===== config.mk =====
export PLATFORM = sky130hd
export DESIGN_NAME = multicycle_ctrl
export DESIGN_NICKNAME = d
export VERILOG_FILES = /design/src/rtl/ctrl_pkg.sv /design/src/rtl/alu_decoder.sv /design/src/rtl/multicycle_ctrl.sv
export SDC_FILE = /design/constraint.sdc
export NUM_CORES = 1
export LEC_CHECK = 0
export BUFFER_PORTS_ARGS = -buffer_cell sky130_fd_sc_hd__buf_2
export CORE_ASPECT_RATIO = 1.25
export CORE_UTILIZATION = 30
export CTS_CLUSTER_SIZE = 28
export DETAILED_ROUTE_END_ITERATION = 6
export HOLD_SLACK_MARGIN = 0.08
export PLACE_DENSITY = 0.54
export REMOVE_ABC_BUFFERS = 1
export SYNTH_ARGS = -nofsm -noshare
export SYNTH_HDL_FRONTEND = slang
export SYNTH_SLANG_ARGS = --single-unit
export TNS_END_PERCENT = 1

===== constraint.sdc =====
create_clock -name clk -period 2.8 [get_ports clk]
set_clock_uncertainty 0.1 [all_clocks]
set_input_delay 0.28 -clock clk [delete_from_list [all_inputs] [get_ports clk]]
set_output_delay 0.28 -clock clk [all_outputs]
set_load 0.1 [all_outputs]

===== src/rtl/ctrl_pkg.sv =====
// Shared definitions for the multicycle control path: opcodes, FSM state codes,
// ALU operation codes and the bundle of registered control outputs.
package ctrl_pkg;

  localparam logic [6:0] OPCODE_R  = 7'b0110011;
  localparam logic [6:0] OPCODE_I  = 7'b0010011;
  localparam logic [6:0] OPCODE_LW = 7'b0000011;
  localparam logic [6:0] OPCODE_S  = 7'b0100011;
  localparam logic [6:0] OPCODE_B  = 7'b1100011;

  typedef enum logic [2:0] {
    ST_IF  = 3'd0,
    ST_ID  = 3'd1,
    ST_EX  = 3'd2,
    ST_MEM = 3'd3,
    ST_WB  = 3'd4
  } state_e;

  localparam logic [3:0] ALU_AND = 4'b0000;
  localparam logic [3:0] ALU_OR  = 4'b0001;
  localparam logic [3:0] ALU_ADD = 4'b0010;
  localparam logic [3:0] ALU_SUB = 4'b0110;
  localparam logic [3:0] ALU_SLT = 4'b0111;
  localparam logic [3:0] ALU_SRL = 4'b1000;
  localparam logic [3:0] ALU_SLL = 4'b1001;
  localparam logic [3:0] ALU_SRA = 4'b1010;
  localparam logic [3:0] ALU_XOR = 4'b1101;

  typedef struct packed {
    logic       pc_src;
    logic       alu_src;
    logic       reg_write;
    logic       mem_to_reg;
    logic [3:0] alu_ctrl;
    logic       load_pc;
    logic       mem_read;
    logic       mem_write;
    logic       illegal;
  } ctrl_out_t;

endpackage


===== src/rtl/alu_decoder.sv =====
// Combinational map from {opcode, funct3, funct7[5]} to the ALU operation code
// and a flag saying whether the instruction is supported at all.
module alu_decoder
  import ctrl_pkg::*;
(
  input  logic [6:0] opcode_i,
  input  logic [2:0] funct3_i,
  input  logic       funct7_5_i,
  output logic [3:0] alu_ctrl_o,
  output logic       legal_o
);

  always_comb begin
    alu_ctrl_o = ALU_AND;
    legal_o    = 1'b0;
    case (opcode_i)
      OPCODE_R, OPCODE_I: begin
        legal_o = 1'b1;
        case (funct3_i)
          3'b000:  alu_ctrl_o = (opcode_i == OPCODE_R && funct7_5_i) ? ALU_SUB : ALU_ADD;
          3'b001:  alu_ctrl_o = ALU_SLL;
          3'b010:  alu_ctrl_o = ALU_SLT;
          3'b011:  legal_o    = 1'b0;
          3'b100:  alu_ctrl_o = ALU_XOR;
          3'b101:  alu_ctrl_o = funct7_5_i ? ALU_SRA : ALU_SRL;
          3'b110:  alu_ctrl_o = ALU_OR;
          default: alu_ctrl_o = ALU_AND;
        endcase
      end
      OPCODE_LW, OPCODE_S: begin
        legal_o    = 1'b1;
        alu_ctrl_o = ALU_ADD;
      end
      OPCODE_B: begin
        // Only BEQ and BNE are implemented.
        legal_o    = (funct3_i == 3'b000) || (funct3_i == 3'b001);
        alu_ctrl_o = ALU_SUB;
      end
      default: ;
    endcase
  end

endmodule


===== src/rtl/multicycle_ctrl.sv =====
// Multicycle IF/ID/EX/MEM/WB sequencer driving the datapath control inputs,
// with registered Moore outputs and a retired-instruction counter.
module multicycle_ctrl
  import ctrl_pkg::*;
#(
  parameter int INSTRET_WIDTH = 32
) (
  input  logic                     clk,
  input  logic                     rst,
  // iReady qualifies instr and is only consumed in IF; dReady completes a
  // MemRead/MemWrite request and is only consumed in MEM.
  input  logic [31:0]              instr,
  input  logic                     iReady,
  input  logic                     dReady,
  input  logic                     zero,
  output logic                     PCSrc,
  output logic                     ALUSrc,
  output logic                     RegWrite,
  output logic                     MemtoReg,
  output logic [3:0]               ALUCtrl,
  output logic                     loadPC,
  output logic                     MemRead,
  output logic                     MemWrite,
  output logic                     illegal,
  output logic [INSTRET_WIDTH-1:0] instret,
  output logic [2:0]               state
);

  state_e                   state_q, state_d;
  logic [31:0]              instr_q, instr_d;
  logic                     taken_q, taken_d;
  logic [INSTRET_WIDTH-1:0] instret_q, instret_d;
  ctrl_out_t                out_q, out_d;

  logic [3:0] dec_alu;
  logic       dec_legal;
  logic       is_r, is_i, is_lw, is_sw, is_b;
  logic       unused_instr_bits;

  alu_decoder u_alu_decoder (
    .opcode_i   (instr_q[6:0]),
    .funct3_i   (instr_q[14:12]),
    .funct7_5_i (instr_q[30]),
    .alu_ctrl_o (dec_alu),
    .legal_o    (dec_legal)
  );

  assign is_r  = (instr_q[6:0] == OPCODE_R);
  assign is_i  = (instr_q[6:0] == OPCODE_I);
  assign is_lw = (instr_q[6:0] == OPCODE_LW);
  assign is_sw = (instr_q[6:0] == OPCODE_S);
  assign is_b  = (instr_q[6:0] == OPCODE_B);

  // Register and immediate fields belong to the datapath.
  assign unused_instr_bits = ^{instr_q[31], instr_q[29:15], instr_q[11:7]};

  always_comb begin
    state_d   = state_q;
    instr_d   = instr_q;
    taken_d   = taken_q;
    instret_d = instret_q;
    case (state_q)
      ST_IF: begin
        if (iReady) begin
          instr_d = instr;
          taken_d = 1'b0;
          state_d = ST_ID;
        end
      end
      ST_ID:  state_d = dec_legal ? ST_EX : ST_WB;
      ST_EX: begin
        if (is_b) taken_d = instr_q[12] ? ~zero : zero;
        state_d = (is_lw || is_sw) ? ST_MEM : ST_WB;
      end
      ST_MEM: if (dReady) state_d = ST_WB;
      ST_WB:  state_d = ST_IF;
      default: state_d = ST_IF;
    endcase
    if (state_d == ST_WB) instret_d = instret_q + {{(INSTRET_WIDTH-1){1'b0}}, 1'b1};
  end

  // Outputs are decoded from the next state so that, once registered, they line
  // up with the state they belong to. instr_q never changes on entry to EX..WB.
  always_comb begin
    out_d = '0;
    if ((state_d == ST_EX || state_d == ST_MEM || state_d == ST_WB) && dec_legal) begin
      out_d.alu_ctrl = dec_alu;
      out_d.alu_src  = is_i || is_lw || is_sw;
    end
    if (state_d == ST_MEM) begin
      out_d.mem_read  = is_lw;
      out_d.mem_write = is_sw;
    end
    if (state_d == ST_WB) begin
      out_d.load_pc    = 1'b1;
      out_d.pc_src     = dec_legal && is_b && taken_d;
      out_d.reg_write  = dec_legal && (is_r || is_i || is_lw);
      out_d.mem_to_reg = dec_legal && is_lw;
      out_d.illegal    = ~dec_legal;
    end
  end

  always_ff @(posedge clk or negedge rst) begin
    if (!rst) begin
      state_q   <= ST_IF;
      instr_q   <= '0;
      taken_q   <= 1'b0;
      instret_q <= '0;
      out_q     <= '0;
    end else begin
      state_q   <= state_d;
      instr_q   <= instr_d;
      taken_q   <= taken_d;
      instret_q <= instret_d;
      out_q     <= out_d;
    end
  end

  assign PCSrc    = out_q.pc_src;
  assign ALUSrc   = out_q.alu_src;
  assign RegWrite = out_q.reg_write;
  assign MemtoReg = out_q.mem_to_reg;
  assign ALUCtrl  = out_q.alu_ctrl;
  assign loadPC   = out_q.load_pc;
  assign MemRead  = out_q.mem_read;
  assign MemWrite = out_q.mem_write;
  assign illegal  = out_q.illegal;
  assign instret  = instret_q;
  assign state    = state_q;

endmodule


==> metrics.txt <==
Hold Crit Class input pin to flop; layout cells sized above 1 31.2%; busiest grt layer met2; final core occ roughly two fifths; fin nets about 350; Max clock buf depth 2; CTS buffer count 9; Initial Utilization a little under a third; met2 usage a little under a quarter; Vias between 2000 and 2500; RSZ-0062 raised after global routing false; cell area after layout around 3500 µm²; Synth Warn # 0; synthesized area per cell 11.7 µm²; Max Slew Vio Count 0; Setup Fix Bufs, Post-CTS 0; Comb pwr share a little over a third; CTS tree done; Hold Slack between 0.2 and 0.25 ns; Pint about 1800 µW; DR vias/cell roughly 4.7; Mapped Area 2680 µm²; WP data required approximately 2.9 ns; placed inst area between 3000 and 4000 µm²; Hold-fix buffers, CTS 12; Fill cells slightly below 900; P_sw between 1000 and 1500 µW; most used flip-flop cell after synthesis dfrtp_1; Ports between 80 and 90; 1st-pass router iterations 4; EDFF count, synth 0; Crit Path Class flop to flop; crit share post-route slightly below 80%; Die ar. 9330 µm²; Antenna Cells 0; Placeable Area 8700 µm²; Final ANT Viol Nets 0; 1st-iter DRT viols 52; vias in the first global route between 2000 and 2500; Leak 0.00163 µW; Final HPWL DP between 4000 and 5000 µm; CP Capture Type flop; register area share after synthesis between 50% and 60%; flops & latches, synth 59; f_max 0.459 GHz; total grt overflow 0; M1 GR Usage around 15%; Chip Width around 87 µm; commonest non-fill, non-tap cell in the layout buf_2; antenna violations before repair 0; setup violators final 0; CP max FO 6; CTS Sinks 59; Slew headroom between 50% and 60%; reg2reg setup slack ~0.62 ns; first-pass GRT wire length between 9000 and 10000 µm; Routed wire per std cell 12.9 µm; minimum clock period between 2 and 2.5 ns; footprint of the multi-input gates about 1100 µm²; Post-Synthesis Cells 230; total power 3050 µW; Async S/R FF share, synth 100%; Worst-Skew Late Latency approximately 0.33 ns; input/output buffers just over 60; Seq pwr share between 30% and 40%; Clock Power Share 24.5%; pwr dens about 880 nW/µm²; most frequent cells in the layout buf_2 (62), dfrtp_1 (59), xnor2_1 (31), nor2_1 (15), nand2_1 (15); peak supply drop 424 µV; status finished, final reports clean; Cell Rows 38; max-cap violations 0; register area approximately 1500 µm²; GP Congestion 0.703; DRC viols 0; area grow syn2layout 28.6%; CTS H-Tree Depth 3; post-synth cell types 49; Final Hold Vio Count 0; Arr. time, crit path 2.30 ns; clock slew at reported path FFs approximately 0.060 ns; met3 global-route usage under 10%; switching share of power about 42%; Post-CTS Resized 0; largest net degree at the start of global routing 32; clock root buffer clkbuf_8; wirelength, routed between 5000 and 6000 µm; worst-margin pin slew 0.687 ns; die height around 110 µm; Startpoint Class flop; Tot GR Track Use a little over an eighth
==> registers in the layout, summed over array words and instances, names as in the netlist, 3 cells and up <==
register	count
instret	32
instr_q	11
ALUCtrl	4
state	3
==> synth_stat cells, drive strengths merged, types with 2 or more instances <==
library cell / instances / area share [%]
mux2: 12 / 5.0
o21ai: 3 / 0.56
and4: 4 / 1.3
nor2: 15 / 2.1
nand4: 12 / 2.8
o21bai: 2 / 0.56
a21oi: 3 / 0.70
a2111oi: 2 / 0.70
nand3: 14 / 2.8
and2: 3 / 0.70
inv: 3 / 0.42
or3: 2 / 0.47
buf: 7 / 1.9
xnor2: 31 / 10
nor4: 3 / 0.70
xor2: 3 / 0.98
nand2: 15 / 2.1
nor3b: 2 / 0.75
and3: 10 / 2.3
nor3: 7 / 1.9
dfrtp: 59 / 55
==> metal layers <==
layer	vias up	wire length, µm
met2	68	2790
met1	987	2500
met5	-	0
met3	10	264
li1	978	-
met4	0	101
==> area by class of cell <==
type / count / area share (%)
clock inverters: 1 / 0.145
well taps: 120 / 4.35
multi-input cells: 160 / 33.0
clock buffers: 14 / 5.58
inverters: 3 / 0.326
flip-flops and latches: 59 / 42.8
repair buffers: 80 / 13.8
==> worst max-delay path, stage by stage, from the launching register on <==
cell     delay [ns]
dfrtp_1        0.42
ha_1           0.21
inv_1          0.05
nor2_1         0.22
and3_1         0.31
nor3b_2        0.43
nand4_1        0.18
xnor2_1        0.15
==> per-stage QoR <==
stage | setup WS, ns | instances | setup TNS (ns)
finish | 0.622 | 437 | 0
global route | 0.410 | 437 | 0
CTS | 0.558 | 437 | 0
detailed placement | 0.588 | 410 | 0
global placement | 0.581 | 410 | 0
floorplan | -0.146 | 222 | -3.29
==> power groups by stage <==
stage                     clock (µW)  sequential, µW  combinational [µW]
after floorplan                    0            1630                 418
after global placement             0            1210                1090
after detailed placement           0            1220                1100
after CTS                        784            1200                1120
after global routing             813            1240                1190
final                            747            1200                1100
==> cell families (layout without fill, tap and decap cells) <==
kind of cell    Yosys count  in the layout  synth area share (%)
simple gates             97             97                  21.6
flops                    59             59                  55.0
xor+xnor                 34             34                  11.1
compound gates           15             15                  3.87
mux                      13             13                  5.41
buf+inv                  11             98                  2.52
fa+ha+maj                 1              1                 0.466
==> final timing paths <==
kind                                          from                      end  depth (start not counted)
max                         instret[0]$_DFFE_PN0P_  instret[22]$_DFFE_PN0P_                          7
min                                         dReady        MemRead$_DFF_PN0_                          3
max reg2reg                 instret[0]$_DFFE_PN0P_  instret[22]$_DFFE_PN0P_                          7
min reg2reg                instret[12]$_DFFE_PN0P_  instret[12]$_DFFE_PN0P_                          1
max in group asynchronous                      rst  instr_q[30]$_DFFE_PN0P_                          3
min in group asynchronous                      rst  instret[13]$_DFFE_PN0P_                          2
Power figures use the tool's default switching activity.
